## src/rtl/scoreboard_hazard_if.sv

```systemverilog
// rtl/scoreboard_hazard_if.sv - decode-stage issue bundle between datapath and hazard unit
// Ports (master = decode stage drives, slave = hazard unit):
//   issue_valid, issue_srca, issue_srcb, issue_uses_b, issue_branch,
//   issue_wen, issue_wreg, issue_load, issue_mdu, issue_rd_hilo  (master -> slave)
//   issue_fire                                                   (slave -> master)
interface scoreboard_hazard_if #(
  parameter int AW = 5
);
  logic          issue_valid;
  logic [AW-1:0] issue_srca;
  logic [AW-1:0] issue_srcb;
  logic          issue_uses_b;
  logic          issue_branch;
  logic          issue_wen;
  logic [AW-1:0] issue_wreg;
  logic          issue_load;
  logic          issue_mdu;
  logic          issue_rd_hilo;
  logic          issue_fire;

  modport master (
    output issue_valid, issue_srca, issue_srcb, issue_uses_b, issue_branch,
           issue_wen, issue_wreg, issue_load, issue_mdu, issue_rd_hilo,
    input  issue_fire
  );

  modport slave (
    input  issue_valid, issue_srca, issue_srcb, issue_uses_b, issue_branch,
           issue_wen, issue_wreg, issue_load, issue_mdu, issue_rd_hilo,
    output issue_fire
  );
endinterface

```

## src/rtl/scoreboard_hazard.sv

```systemverilog
// rtl/scoreboard_hazard.sv - countdown-scoreboard hazard unit for the five-stage pipeline
// Optional feature macro: HAZARD_STATS_EN (adds perf_dep_stall dependency-stall cycle counter)
// Ports:
//   clk, reset          clock, synchronous active-high reset
//   iss                 decode issue bundle (slave modport), returns issue_fire
//   i_data_ok/d_data_ok instruction/data memory response ready
//   exception_valid     exception committing
//   is_eret             eret committing
//   stallF..stallM      stage holds
//   flushD..flushW      stage bubble inserts
//   mdu_busy            HI/LO not yet readable
//   perf_dep_stall      (HAZARD_STATS_EN only) saturating count of dependency-stall cycles
module scoreboard_hazard #(
  parameter int NREG     = 32,
  parameter int AW       = 5,
  parameter int LOAD_LAT = 2,
  parameter int BR_LAT   = 1,
  parameter int MDU_LAT  = 8
) (
  input  logic                 clk,
  input  logic                 reset,
  scoreboard_hazard_if.slave   iss,
  input  logic                 i_data_ok,
  input  logic                 d_data_ok,
  input  logic                 exception_valid,
  input  logic                 is_eret,
  output logic                 stallF,
  output logic                 stallD,
  output logic                 stallE,
  output logic                 stallM,
  output logic                 flushD,
  output logic                 flushE,
  output logic                 flushM,
  output logic                 flushW,
  output logic                 mdu_busy
`ifdef HAZARD_STATS_EN
  ,
  output logic [31:0]          perf_dep_stall
`endif
);

  localparam int LB_MAX  = (LOAD_LAT > BR_LAT) ? LOAD_LAT : BR_LAT;
  localparam int MAX_LAT = (LB_MAX > MDU_LAT) ? LB_MAX : MDU_LAT;
  localparam int CW      = $clog2(MAX_LAT + 1);

  logic [CW-1:0]   cnt_q [NREG];
  logic [CW-1:0]   cnt_d [NREG];
  logic [NREG-1:0] ld_q;
  logic [NREG-1:0] ld_d;
  logic [CW-1:0]   mdu_cnt_q;
  logic [CW-1:0]   mdu_cnt_d;

  logic flush_ex;
  logic haz_a;
  logic haz_b;
  logic dep_stall;
  logic fire;

  // Hazard detection: a pending load result blocks any reader, a pending
  // ALU result only blocks a branch that resolves in decode.
  always_comb begin
    flush_ex = exception_valid | is_eret;
    haz_a = (iss.issue_srca != '0) && (cnt_q[iss.issue_srca] != '0) &&
            (ld_q[iss.issue_srca] || iss.issue_branch);
    haz_b = (iss.issue_srcb != '0) && (cnt_q[iss.issue_srcb] != '0) &&
            (ld_q[iss.issue_srcb] || iss.issue_branch);
    mdu_busy  = (mdu_cnt_q != '0);
    dep_stall = iss.issue_valid &
                (haz_a | (iss.issue_uses_b & haz_b) |
                 ((iss.issue_rd_hilo | iss.issue_mdu) & mdu_busy));
  end

  always_comb begin
    stallF = ~i_data_ok | ~d_data_ok | dep_stall;
    stallD = stallF;
    stallE = ~d_data_ok;
    stallM = ~d_data_ok;
    flushD = flush_ex;
    flushE = flush_ex | (d_data_ok & (dep_stall | ~i_data_ok));
    flushM = flush_ex;
    flushW = flush_ex | ~d_data_ok;
    fire   = iss.issue_valid & ~stallD & ~flush_ex;
    iss.issue_fire = fire;
  end

  // Next-state for the scoreboard. Order matters: decrement, then a new
  // issue overrides that register, then an exception wipes everything.
  always_comb begin
    for (int r = 0; r < NREG; r++) begin
      cnt_d[r] = cnt_q[r];
      ld_d[r]  = ld_q[r];
      // Register results arrive through the memory pipeline, so they
      // freeze while the data side is stalled.
      if (d_data_ok && (cnt_q[r] != '0)) begin
        cnt_d[r] = cnt_q[r] - CW'(1);
      end
      if (cnt_d[r] == '0) begin
        ld_d[r] = 1'b0;
      end
    end

    if (fire && iss.issue_wen && (iss.issue_wreg != '0)) begin
      cnt_d[iss.issue_wreg] = iss.issue_load ? CW'(LOAD_LAT) : CW'(BR_LAT);
      ld_d[iss.issue_wreg]  = iss.issue_load;
    end

    // The MDU runs on its own, independent of memory stalls.
    mdu_cnt_d = mdu_cnt_q;
    if (mdu_cnt_q != '0) begin
      mdu_cnt_d = mdu_cnt_q - CW'(1);
    end
    if (fire && iss.issue_mdu) begin
      mdu_cnt_d = CW'(MDU_LAT);
    end

    if (flush_ex) begin
      for (int r = 0; r < NREG; r++) begin
        cnt_d[r] = '0;
        ld_d[r]  = 1'b0;
      end
      mdu_cnt_d = '0;
    end

    // $0 is hard-wired zero and never tracked.
    cnt_d[0] = '0;
    ld_d[0]  = 1'b0;
  end

  always_ff @(posedge clk) begin
    if (reset) begin
      for (int r = 0; r < NREG; r++) begin
        cnt_q[r] <= '0;
      end
      ld_q      <= '0;
      mdu_cnt_q <= '0;
    end else begin
      for (int r = 0; r < NREG; r++) begin
        cnt_q[r] <= cnt_d[r];
      end
      ld_q      <= ld_d;
      mdu_cnt_q <= mdu_cnt_d;
    end
  end

`ifdef HAZARD_STATS_EN
  logic [31:0] perf_dep_stall_q;
  logic [31:0] perf_dep_stall_d;

  always_comb begin
    perf_dep_stall_d = perf_dep_stall_q;
    if (dep_stall && (perf_dep_stall_q != 32'hFFFF_FFFF)) begin
      perf_dep_stall_d = perf_dep_stall_q + 32'd1;
    end
  end

  always_ff @(posedge clk) begin
    if (reset) begin
      perf_dep_stall_q <= '0;
    end else begin
      perf_dep_stall_q <= perf_dep_stall_d;
    end
  end

  assign perf_dep_stall = perf_dep_stall_q;
`endif

endmodule

```

## src/flat_wrapper.sv

```systemverilog
// flat-port wrapper written by rule: the top's interface ports become plain ports
module scoreboard_hazard_flat 
#(
  parameter int NREG     = 32,
  parameter int AW       = 5,
  parameter int LOAD_LAT = 2,
  parameter int BR_LAT   = 1,
  parameter int MDU_LAT  = 8
)
  (clk, reset, i_data_ok, d_data_ok, exception_valid, is_eret, stallF, stallD, stallE, stallM, flushD, flushE, flushM, flushW, mdu_busy, iss_issue_valid, iss_issue_srca, iss_issue_srcb, iss_issue_uses_b, iss_issue_branch, iss_issue_wen, iss_issue_wreg, iss_issue_load, iss_issue_mdu, iss_issue_rd_hilo, iss_issue_fire);
  scoreboard_hazard_if #(.AW(AW)) iss_i ();
  input  logic clk;
  input  logic reset;
  input  logic i_data_ok;
  input  logic d_data_ok;
  input  logic exception_valid;
  input  logic is_eret;
  output logic stallF;
  output logic stallD;
  output logic stallE;
  output logic stallM;
  output logic flushD;
  output logic flushE;
  output logic flushM;
  output logic flushW;
  output logic mdu_busy;
  input wire logic [$bits(iss_i.issue_valid)-1:0] iss_issue_valid;
  input wire logic [$bits(iss_i.issue_srca)-1:0] iss_issue_srca;
  input wire logic [$bits(iss_i.issue_srcb)-1:0] iss_issue_srcb;
  input wire logic [$bits(iss_i.issue_uses_b)-1:0] iss_issue_uses_b;
  input wire logic [$bits(iss_i.issue_branch)-1:0] iss_issue_branch;
  input wire logic [$bits(iss_i.issue_wen)-1:0] iss_issue_wen;
  input wire logic [$bits(iss_i.issue_wreg)-1:0] iss_issue_wreg;
  input wire logic [$bits(iss_i.issue_load)-1:0] iss_issue_load;
  input wire logic [$bits(iss_i.issue_mdu)-1:0] iss_issue_mdu;
  input wire logic [$bits(iss_i.issue_rd_hilo)-1:0] iss_issue_rd_hilo;
  output wire logic [$bits(iss_i.issue_fire)-1:0] iss_issue_fire;
  assign iss_i.issue_valid = iss_issue_valid;
  assign iss_i.issue_srca = iss_issue_srca;
  assign iss_i.issue_srcb = iss_issue_srcb;
  assign iss_i.issue_uses_b = iss_issue_uses_b;
  assign iss_i.issue_branch = iss_issue_branch;
  assign iss_i.issue_wen = iss_issue_wen;
  assign iss_i.issue_wreg = iss_issue_wreg;
  assign iss_i.issue_load = iss_issue_load;
  assign iss_i.issue_mdu = iss_issue_mdu;
  assign iss_i.issue_rd_hilo = iss_issue_rd_hilo;
  assign iss_issue_fire = iss_i.issue_fire;
  scoreboard_hazard #(.NREG(NREG), .AW(AW), .LOAD_LAT(LOAD_LAT), .BR_LAT(BR_LAT), .MDU_LAT(MDU_LAT)) u_core (.clk(clk), .reset(reset), .iss(iss_i), .i_data_ok(i_data_ok), .d_data_ok(d_data_ok), .exception_valid(exception_valid), .is_eret(is_eret), .stallF(stallF), .stallD(stallD), .stallE(stallE), .stallM(stallM), .flushD(flushD), .flushE(flushE), .flushM(flushM), .flushW(flushW), .mdu_busy(mdu_busy));
endmodule
```

## config.mk

```make
export PLATFORM = sky130hd
export DESIGN_NAME = scoreboard_hazard_flat
export DESIGN_NICKNAME = d
export VERILOG_FILES = /design/src/rtl/scoreboard_hazard_if.sv /design/src/rtl/scoreboard_hazard.sv /design/src/flat_wrapper.sv
export SDC_FILE = /design/constraint.sdc
export NUM_CORES = 1
export LEC_CHECK = 0
export ABC_AREA = 1
export BUFFER_PORTS_ARGS = -buffer_cell sky130_fd_sc_hd__clkbuf_2
export CAP_MARGIN = 30
export CORE_ASPECT_RATIO = 0.5
export CORE_MARGIN = 2
export CORE_UTILIZATION = 55
export CTS_CLUSTER_SIZE = 40
export DETAILED_ROUTE_END_ITERATION = 8
export GPL_ROUTABILITY_DRIVEN = 0
export PLACE_DENSITY = 0.72
export SLEW_MARGIN = 20
export SYNTH_ARGS = -nofsm -noshare
export SYNTH_HDL_FRONTEND = slang
export SYNTH_SLANG_ARGS = --single-unit
```

## constraint.sdc

```tcl
create_clock -name clk -period 5.9 [get_ports clk]
set_input_delay 1.77 -clock clk [delete_from_list [all_inputs] [get_ports clk]]
set_output_delay 1.77 -clock clk [all_outputs]
set_load 0.03 [all_outputs]
```

## Word level (Yosys, flattened, before mapping)

Memories as Yosys holds them, arrays and structs flattened.
Index checks and enable logic that the tools add are counted.

| storage, ports and cells | value |
|---|---|
| register bits | 36 |
| RAM bits | 128 |
| word-level logic and storage cells | 327 |
| memories kept | 1 |

Memory list:

| memory | depth | bits a word | rd ports | clocked after memory_dff | wr ports | line | text |
|---|---|---|---|---|---|---|---|
| u_core.cnt_q | 32 | 4 | 34 | 0 | 32 | scoreboard_hazard.sv:46 | `logic [CW-1:0] cnt_q [NREG];` |

| operators by class | value |
|---|---|
| add/sub/neg operators | 33 |
| order comparisons | 6 |
| mux-type cells | 115 |
| bitwise operators | 52 |
| reduce and logical (&&, ||, !) cells | 116 |

Operator list:

| kind | count |
|---|---|
| 4-bit two-way mux | 67 |
| 124-bit two-way mux | 2 |
| 4-bit nonzero test | 35 |
| 4-bit by 1-bit subtractor with 4-bit output, second input constant | 33 |
| 128-bit bitwise mux | 1 |
| 4-bit zero test | 32 |
| 1-bit logical AND | 41 |
| 1-bit bitwise OR | 41 |
| 1-bit two-way mux | 38 |
| 32-bit bitwise mux | 1 |
| 32-bit two-way mux | 1 |
| 4-bit demux with 5-bit select | 1 |
| 5-bit by 6-bit less-than comparator with 1-bit output, second input constant | 3 |
| 5-bit nonzero test | 3 |
| 1-bit binary-select mux with 5-bit select | 2 |
| 1-bit bitwise AND | 6 |
| 6-bit >= comparator, second input constant | 1 |
| 6-bit by 1-bit less-than comparator with 1-bit output, second input constant | 1 |
| 5-bit inverter with 6-bit output | 1 |
| 1-bit demux with 5-bit select | 1 |
| 5-bit by 1-bit >= comparator with 1-bit output, second input constant | 1 |
| 1-bit inverter | 4 |
| 3-bit OR reduction | 1 |
| 1-bit logical OR | 2 |
| 3 further kinds | 3 |

## Logic depth before layout (Yosys ltp)

Gate-level depths: netlist of the first run.

| logic depth | value |
|---|---|
| depth in word-level cells | 17 |
| mapped depth | 23 |
| gate-level depth less buffers | 20 |

## Worst setup path after synthesis of the first run

OpenSTA, ideal clock, no wires.

| timing | value |
|---|---|
| path kind | input port to output port |
| from | input iss_issue_srcb[0] |
| to | output iss_issue_fire |
| arrival | 3400 ps |
| path slack | 730 ps |
| stages | 17 |
| path buffers | 4 |
| cell sequence | buf_2 > inv_1 > buf_4 > buf_4 > nand3_1 > nand3_1 > nand3_1 > nand2_1 > nand2_1 > nand2_1 > inv_1 > nand2_1 > nand2_1 > nand2_1 > nand4_1 > nor2_2 > buf_2 |

| on the way | value |
|---|---|
| word-level cells in the longest chain between the ends | 12 |
| elaborated cells on any way between the ends | 16 |
| those cells by class | mux (2); bitwise (8); reduce/logical (5); memory (1) |

Ends and longest elaborated chain:

| what | line | text |
|---|---|---|
| start: declaration | flat_wrapper.sv:29 | `input wire logic [$bits(iss_i.issue_srcb)-1:0] iss_issue_srcb;` |
| memory 32 x 4 bit or 1-bit binary-select mux with 5-bit select (tied branches) | -- |  |
| 4-bit nonzero test or 1-bit two-way mux (tied branches) | scoreboard_hazard.sv:65, scoreboard_hazard.sv:66 |  |
| 1-bit logical AND or 1-bit logical OR (tied branches) | scoreboard_hazard.sv:65, scoreboard_hazard.sv:66 |  |
| 1-bit logical AND * | scoreboard_hazard.sv:65 | `haz_b = (iss.issue_srcb != '0) && (cnt_q[iss.issue_srcb] != '0) &&` |
| 1-bit bitwise AND * | scoreboard_hazard.sv:69 | `(haz_a \| (iss.issue_uses_b & haz_b) \|` |
| 1-bit bitwise OR * (2 in a row) | scoreboard_hazard.sv:69 |  |
| 1-bit bitwise AND * | scoreboard_hazard.sv:68 | `dep_stall = iss.issue_valid &` |
| 1-bit bitwise OR * | scoreboard_hazard.sv:74 | `stallF = ~i_data_ok \| ~d_data_ok \| dep_stall;` |
| 1-bit inverter * | scoreboard_hazard.sv:82 | `fire = iss.issue_valid & ~stallD & ~flush_ex;` |
| 1-bit bitwise AND * (2 in a row) | scoreboard_hazard.sv:82 |  |
| end: declaration | flat_wrapper.sv:37 | `output wire logic [$bits(iss_i.issue_fire)-1:0] iss_issue_fire;` |

Mark *: on every way between the ends. The rest lies on a longest branch, timed or not. The select of a mux whose other input is x is not followed.

## Worst setup path in the final report of the first run

| timing | value |
|---|---|
| from | input iss_issue_srca[1] |
| to | output iss_issue_fire |

| on the way | value |
|---|---|
| word-level cells in the longest chain between the ends | 11 |
| elaborated cells on any way between the ends | 15 |
| those cells by class | mux (2); bitwise (7); reduce/logical (5); memory (1) |

Ends and longest elaborated chain:

| what | line | text |
|---|---|---|
| start: declaration | flat_wrapper.sv:28 | `input wire logic [$bits(iss_i.issue_srca)-1:0] iss_issue_srca;` |
| memory 32 x 4 bit or 1-bit binary-select mux with 5-bit select (tied branches) | -- |  |
| 4-bit nonzero test or 1-bit two-way mux (tied branches) | scoreboard_hazard.sv:63, scoreboard_hazard.sv:64 |  |
| 1-bit logical AND or 1-bit logical OR (tied branches) | scoreboard_hazard.sv:63, scoreboard_hazard.sv:64 |  |
| 1-bit logical AND * | scoreboard_hazard.sv:63 | `haz_a = (iss.issue_srca != '0) && (cnt_q[iss.issue_srca] != '0) &&` |
| 1-bit bitwise OR * (2 in a row) | scoreboard_hazard.sv:69 |  |
| 1-bit bitwise AND * | scoreboard_hazard.sv:68 |  |
| 1-bit bitwise OR * | scoreboard_hazard.sv:74 |  |
| 1-bit inverter * | scoreboard_hazard.sv:82 |  |
| 1-bit bitwise AND * (2 in a row) | scoreboard_hazard.sv:82 |  |

Marks and branches as above.

==> results.txt, run 1 <==
The number of buffer cells added on primary ports came out at 37. The power dissipated by switching net loads came out at 625 µW. Of the total synthesized cell area, the portion taken by XOR and XNOR cells is 2.65%. The final critical path time including I/O delays and setup is 5.51 ns. The number of H-tree levels is 4. The CTS sink count came out at 159. The post-synthesis to final-layout area growth came out at 7.63%. The area share of and/or/nand/nor cells after synthesis came out at 40.2%.

The pin slew with the least headroom to its limit came out at 0.985 ns. The setup path with the least slack is of type in2out. Counting flops and latches in the post-synthesis netlist gives 159.

Synthesis instantiated 35 different standard cells from the library. The static power due to leakage is slightly above 6 nW. The global-route wire length before repair came out at 54500 µm. The final layout net count is about 2100. The number of antenna violations at the first check in global routing came to 1. For this run, the register share of the synthesized area comes to 27.5%. The final routed DRC violation total is 0.

At the worst endpoint, the arrival time is about 3.7 ns. The routed wire length came out at ~34000 µm. The maximum count of clock buffers along a single path is 2.

After routing the design area is 12500 µm². The total nets after synthesis is 2096. The headroom to the max-slew limit is 34.3%. The maximum VDD drop came out at 0.170 mV. The worst register-to-register path ends at u_core.cnt_q[12][1]. The worst-case setup margin in the final layout is about 0.39 ns.

The relative contribution of the clock network to total power is 44.8%. Pin placement for this block handled 38 I/O pins. The count of nets left with antenna violations once routing finished came out at 0. The classification of the worst-slack hold path is reg2reg. The share of the clock period used by the worst path is 93.4%. The proportion of layout cells with a drive suffix above 1 is 4.98%. The post-place setup slack is 0.452 ns. The fraction of the mapped netlist area in compound gates is 12.6%. The required time reported for the critical path endpoint is 4.13 ns. Registers are responsible for 45.2% of the overall power. The mux cell area share after synthesis came out at less than 1%. Setup repair after global routing left no endpoint under its margin.

The post-CTS setup-driven buffer insertion count is 0. Clock-pin slew was measured on the worst setup and hold paths at approximately 0.060 ns. Detailed routing inserted a total of 12418 vias. For the worst flop-to-flop path, the logic depth is 14. The root buffer cell chosen for the clock tree is clkbuf_16.

TritonCTS built the clock tree. The global routing usage summed across all routing layers is 31.1%. The sum of overflow across all layers after global routing is 0. The relative contribution of combinational cells to total power came out at 10.0%.

The TritonCTS buffer count is 17. The placed wire-length estimate after detailed placement came out at ~24000 µm. The setup slack of the worst register-to-register path came out at between 2 and 3 ns. The share of the synthesized area in the top cell type is between 20% and 30%. The total placed instance area came out at 11900 µm². The area inside the core boundary is 20600 µm². Max-cap violations in this run came to 0.

Using the TritonRoute via totals, the vias-per-cell ratio works out to 5.35. The setup TNS is 0 ns. The number of slew-limit violations in the final report is 0. The final setup violation count came out at 0.

The floorplan step defined a die boundary enclosing roughly 22000 µm². The largest total area in the synthesized netlist belongs to dfxtp_1. The design draws roughly 2.4 mW. From left edge to right edge, the die measures 209 µm. The number of buffers added to fix hold violations after cts is 0. STA classifies the critical path endpoint as an output pin. The per-cell routed wire length came out at around 15 µm. Entering global routing, the biggest net connects 93 pins.

The startpoint class of the critical path is a primary input. The count of routing violations after the opening detailed-route iteration came out at roughly 1400. The post-cts gate resize count is 0. Power spread over the standard cell area amounts to ~190 nW/µm².

The die boundary height came out at 107 µm. The clock reaches the later pin of the worst-skew pair after 0.44 ns. The synthesis warning total came out at 0.

The synthesized netlist cell count came out at 2035. After the flow finishes, the layout carries non-filler instances totaling 2322. The mean area per synthesized cell is about 5.7 µm². The maximum fanout along the worst path is 12. Following the worst setup path forward leads to its endpoint at iss_issue_fire. The number of endpoints with negative hold slack in the final report is 0. The maximum clock rate came out at 181 MHz.

The start point of the critical path is iss_issue_srca[1]. After synthesis, the largest family of logic cells by area is simple AND/OR/NAND/NOR gates. Yosys attributes the largest share of cell area to dfxtp_1 28%, nand2_1 17%, nor2_1 12%.

Net switching is 26.2% of the power. The beginning of the worst register-to-register path is u_core.mdu_cnt_q[0]. The post-synthesis instance area is between 10000 and 15000 µm². The floorplan has 37 rows. The effective utilization at floorplan is between 50% and 60%. The detailed-routing iteration count for the pre-antenna-repair pass came out at 6. The worst clock skew came out at roughly 0.007 ns.

The internal portion of the total power is roughly 1.8 mW. The via count of the first global-routing pass is around 11000. The run finished with clean final reports. The adder and majority cell fraction of the synthesized area is 3.57%. After detailed placement, the design holds a cell count of ~2300.
## metrics by stage
step	utilization [%]	hold slack (ns)
2_1_floorplan	-	0.502
3_5_place_dp	57.8	0.529
5_1_grt	60.5	0.576
6_report	60.5	0.536
4_1_cts	60.4	0.539
3_3_place_gp	57.8	0.521
## worst min path at each step
stage | startpoint | endpoint | slack, ns | depth (start not counted)
global route | u_core.mdu_cnt_q[0] | u_core.mdu_cnt_q[0] | 0.58 | 3
detailed placement | u_core.mdu_cnt_q[0] | u_core.mdu_cnt_q[0] | 0.53 | 3
CTS | u_core.mdu_cnt_q[0] | u_core.mdu_cnt_q[0] | 0.54 | 3
global placement | u_core.mdu_cnt_q[0] | u_core.mdu_cnt_q[0] | 0.52 | 3
floorplan | u_core.mdu_cnt_q[0] | u_core.mdu_cnt_q[0] | 0.50 | 3
finish | u_core.mdu_cnt_q[0] | u_core.mdu_cnt_q[0] | 0.54 | 3
## critical path: stages
cell,delay [ns]
clkbuf_2,0.25
nor2_2,0.14
buf_4,0.20
a21oi_1,0.18
nand3_1,0.09
nand2_1,0.06
nand3_1,0.07
nand2_1,0.07
inv_1,0.04
nand2_1,0.04
nand2_1,0.06
nor2_1,0.17
nand4_1,0.15
nor2_4,0.20
clkbuf_2,0.24
## power by group through the flow
| stage | Clock (mW) | Combinational [mW] | Sequential (mW) |
|---|---|---|---|
| 6_report | 1.07 | 0.238 | 1.08 |
| 5_1_grt | 1.13 | 0.262 | 1.08 |
| 4_1_cts | 1.08 | 0.234 | 1.08 |
| 3_5_place_dp | 0 | 0.233 | 1.10 |
| 3_3_place_gp | 0 | 0.232 | 1.10 |
| 2_1_floorplan | 0 | 0.157 | 1.10 |
## placed cells by master (no fill, tap or decap), types with 29 or more instances in the layout
cell / synthesis / final
a21oi_1: 54 / 54
nand2_1: 513 / 513
ha_1: 33 / 33
xor2_1: 34 / 34
nand4_1: 29 / 29
clkbuf_2: 0 / 37
inv_1: 292 / 291
nand3_1: 187 / 187
o21ai_0: 224 / 224
dfxtp_1: 159 / 159
nor2_1: 385 / 384
## Yosys cell counts
library cell,number
buf_6,6
clkinv_1,1
a21oi_1,54
nor2_2,2
clkbuf_1,28
xor2_1,34
a21boi_0,2
o211ai_1,2
o21ai_0,224
o22ai_1,1
mux2_2,2
or2_2,4
buf_1,8
and2_1,1
ha_1,33
o31ai_1,1
nand3_1,187
nand4_1,29
nor3_1,12
a31oi_1,1
o21ai_1,1
buf_4,9
nand2_1,513
a21o_1,1
nand3b_1,2
inv_2,3
nand2_2,1
buf_2,27
inv_1,292
dfxtp_1,159
mux2i_1,1
nor4_1,7
nor2_1,385
xnor2_1,1
o41ai_1,1
## registers in the layout (all words and copies together), names as in the netlist
register,count
u_core.cnt_q,124
u_core.mdu_cnt_q,4
u_core.ld_q,31
## cell families (layout without fill, tap and decap cells)
group                      after synthesis  after routing
adders and majority gates               33             33
muxes                                    3              3
AOI/OAI and AO/OA                      288            288
buffers and inverters                  374            387
DFF                                    159            159
other                                    0              1
xor gates and xnor gates                35             35
and+or+nand+nor                       1143           1143
## metal layers
layer  track usage, %  share of wire, %  vias up
met5                0                 0        -
met4             10.6               1.9        0
met3             6.32               9.5       55
met2             48.0                42      443
met1             43.1                47     5523
li1                 -                 -     6397
## layout make-up
cell class / instances / area, µm²
sequential: 159 / 3180
timing repair buffer: 62 / 385
clock inverter: 6 / 58.8
inverter: 296 / 1110
multi-input combinational: 1502 / 6880
tap: 273 / 342
clock buffer: 23 / 488
antenna: 1 / 2.50
fill: 2123 / 8150
No activity file was read; power rests on OpenSTA's default activity.
==> run 2, diff against run 1 <==
--- a/config.mk
+++ b/config.mk
@@ -10,11 +10,10 @@
 export CAP_MARGIN = 30
 export CORE_ASPECT_RATIO = 0.5
 export CORE_MARGIN = 2
-export CORE_UTILIZATION = 55
+export CORE_UTILIZATION = 35
 export CTS_CLUSTER_SIZE = 40
 export DETAILED_ROUTE_END_ITERATION = 8
 export GPL_ROUTABILITY_DRIVEN = 0
-export PLACE_DENSITY = 0.72
 export SLEW_MARGIN = 20
 export SYNTH_ARGS = -nofsm -noshare
 export SYNTH_HDL_FRONTEND = slang
==> results.txt, run 2 (synthesized netlist as in run 1, its figures left out) <==
The number of flip-flops in the largest register came out at 124. The largest register by flop count is u_core.cnt_q. The number of antenna violations at the first check in global routing was 0. The arrival time at the worst endpoint came out at 3.82 ns.

The number of H-tree levels came out at 4. In this run, the number of DRC markers left after iteration 0 of detailed routing was 1039. The run finished with clean final reports. The final routed DRC violation total is 0. In this run, the clock network consumes between 40% and 50% of the power. The TritonCTS buffer count is 17. The setup TNS came out at 0 ns. The worst hold slack is 0.527 ns.

The worst hold path belongs to the class reg2reg. The initialized floorplan defines 47 standard-cell rows. The number of antenna-violating nets in the routed design is 0. The highest metal layer carrying signal wires in the routed design is met4. The net count of the finished layout is 2095. Data on the critical path is required at its endpoint by 4.13 ns. The final non-filler cell area is 12700 µm². The endpoint with the worst hold slack is u_core.mdu_cnt_q[0]. The power per cell area came out at between 150 and 200 nW/µm².

The number of buffer cells added on primary ports is 37. 38 I/O pins were placed. 0 antenna diodes ended up in the layout. The peak per-stage delay on the critical path is 0.25 ns. STA classifies the critical path endpoint as an output pin. Entering global routing, the biggest net connects 156 pins. The worst setup path is launched from a primary input. The area inside the core boundary came out at 32800 µm².

The number of slew-limit violations in the final report is 0. The first global-routing pass estimated 56400 µm of wire. Summing over every cut layer, the via total after detailed routing is 12238. Cell internal power was estimated by the tool at about 1.9 mW. The worst hold path depth came out at 3. The power dissipated by switching net loads came out at 651 µW. The proportion of layout cells with a drive suffix above 1 is 4.93%.

Global routing used 20.6% of the available tracks across all layers. The met2 layer wire length in the routed design came out at between 10000 and 15000 µm. The ratio of routed vias to standard cells is 4.92.

IR analysis of the VDD net gives a maximum drop of 0.189 mV. The largest registers in the layout are u_core.cnt_q: 124 flops, u_core.ld_q: 31 flops, u_core.mdu_cnt_q: 4 flops. The total die area is 34600 µm². The total placed instance area came out at 12100 µm². The via count of the first global-routing pass is 10968. The number of endpoints with negative hold slack in the final report came out at 0.

The capturing point of the worst reg2reg path is u_core.cnt_q[25][2]. The cell that appears most often on the critical path is nand2_1. For the pin with the worst max-slew slack, the measured transition is 0.883 ns. The fraction of power consumed by sequential logic came out at 42.9%. The clock latency on the worst-skew pair came out at 0.45 ns.

The total power of the final layout came out at 2.51 mW. Leaving out fill and tap cells, the most frequent cell in the layout is nand2_1. The maximum clock rate is 179 MHz. The clock arrives with 0.0102 ns of skew. The detailed-routing iteration count for the pre-antenna-repair pass is 5. The critical path goes through clkbuf_2 -> inv_2 -> nand2_2 -> inv_2 -> o21ai_0 -> nand3_1 -> nand2_1 -> nand3_1 -> nand2_1 -> inv_1 -> nand2_1 -> nand2_1 -> nor2_1 -> nand2_1 -> nand2_1 -> nand2_1 -> nand2_1 -> nand2_1 -> clkbuf_2. The maximum count of clock buffers along a single path is 2.

The per-cell routed wire length came out at 14.1 µm. Summed over all layers, the global routing overflow is 0. The headroom to the max-slew limit is 41.2%.

The depth of the worst register-to-register path is 19. Along the worst path, the maximum fanout reaches 13. The number of gates resized after CTS was 0. In this run the critical register-to-register path is launched from u_core.cnt_q[4][1].

The final layout contains routed wiring with a total length of ~35000 µm. The tree is rooted in a clkbuf_16. The critical path in this run is classified as in2out.

The number of setup buffers added after CTS is 0. The worst path needs between 5 and 6 ns of the cycle, external delays included. The placed wire-length estimate after detailed placement came out at between 20000 and 25000 µm. The setup slack of the worst register-to-register path is approximately 2.8 ns.

The CTS sink count is 159. The routed wire length on met3 came out at 1920 µm. The largest individual stage delay along the critical path comes from the cell clkbuf_2. After detailed routing, the wire length on met1 is 17200 µm. In this run, post-CTS hold repair placed 0 buffers.

The static power due to leakage is 6.23 nW. The die width came out at 261 µm. Setup repair after global routing left no endpoint under its margin. The clock transition at the registers of the reported paths came out at 0.07 ns. Leaving out fill and tap cells, the most frequent cells in the layout are 513 x nand2_1, 384 x nor2_1, 291 x inv_1, 224 x o21ai_0, 187 x nand3_1.

Across the run, the number of max-cap violations was 0. The share of the clock period used by the worst path came out at 94.7%. Once the floorplan was initialized, standard cells occupied 35.3% of the core. The TritonCTS clock tree is yes. The relative contribution of combinational cells to total power is just under 10%. The area growth from synthesis to layout is 10.0%. The die boundary height is between 100 and 150 µm.

In this run switching power makes up ~26% of total power. The final setup violation count is 0. The startpoint identified for the worst hold timing path is u_core.mdu_cnt_q[0].
## run 2: changes by cell type in the layout (fill, tap and decap cells not counted), moves of 2 or more
cell        change
buf_4           -6
bufinv_16       +3
clkbuf_8        -3
clkinvlp_4      +2
## run 2: power by group through the flow
stage / Combinational [mW] / Clock (mW) / Sequential, mW
2_1_floorplan: 0.157 / 0 / 1.10
3_3_place_gp: 0.237 / 0 / 1.10
3_5_place_dp: 0.239 / 0 / 1.10
4_1_cts: 0.240 / 1.21 / 1.08
5_1_grt: 0.269 / 1.26 / 1.08
6_report: 0.243 / 1.19 / 1.08
## run 2: final cells by class
cell class,count,area [µm²]
Inverter,296,1110
Clock buffer,21,450
Fill cell,3595,20100
Timing Repair Buffer,58,388
Clock inverter,11,164
Multi-Input combinational cell,1502,6880
Sequential cell,159,3180
Tap cell,441,552
## run 2: worst max path at each step
stage	start	end	cells after the start
after CTS	iss_issue_srca[1]	iss_issue_fire	16
after floorplan	iss_issue_srcb[0]	iss_issue_fire	17
after global routing	iss_issue_srca[0]	flushE	20
after detailed placement	iss_issue_srca[1]	iss_issue_fire	16
after global placement	iss_issue_srca[0]	flushE	20
final	iss_issue_srca[1]	flushE	19
## run 2: worst max-delay path, delay by kind of cell
kind,cells,cell delay [ns]
compound gates,1,0.11
buf+inv,5,0.72
simple gates,13,1.22
## run 2: stage by stage
step / worst slack (ns) / instances / utilization [%]
after global routing: 0.0951 / 2488 / 38.8
after floorplan: 0.730 / 2035 / -
after CTS: 0.347 / 2488 / 38.8
after detailed placement: 0.350 / 2456 / 36.9
final: 0.311 / 2488 / 38.8
after global placement: 0.356 / 2455 / 36.8
## run 2: per-layer routing
metal	up-vias	GRT usage [%]
met4	0	7.35
li1	6403	-
met2	288	32.5
met3	44	3.68
met1	5503	28.2
met5	-	0
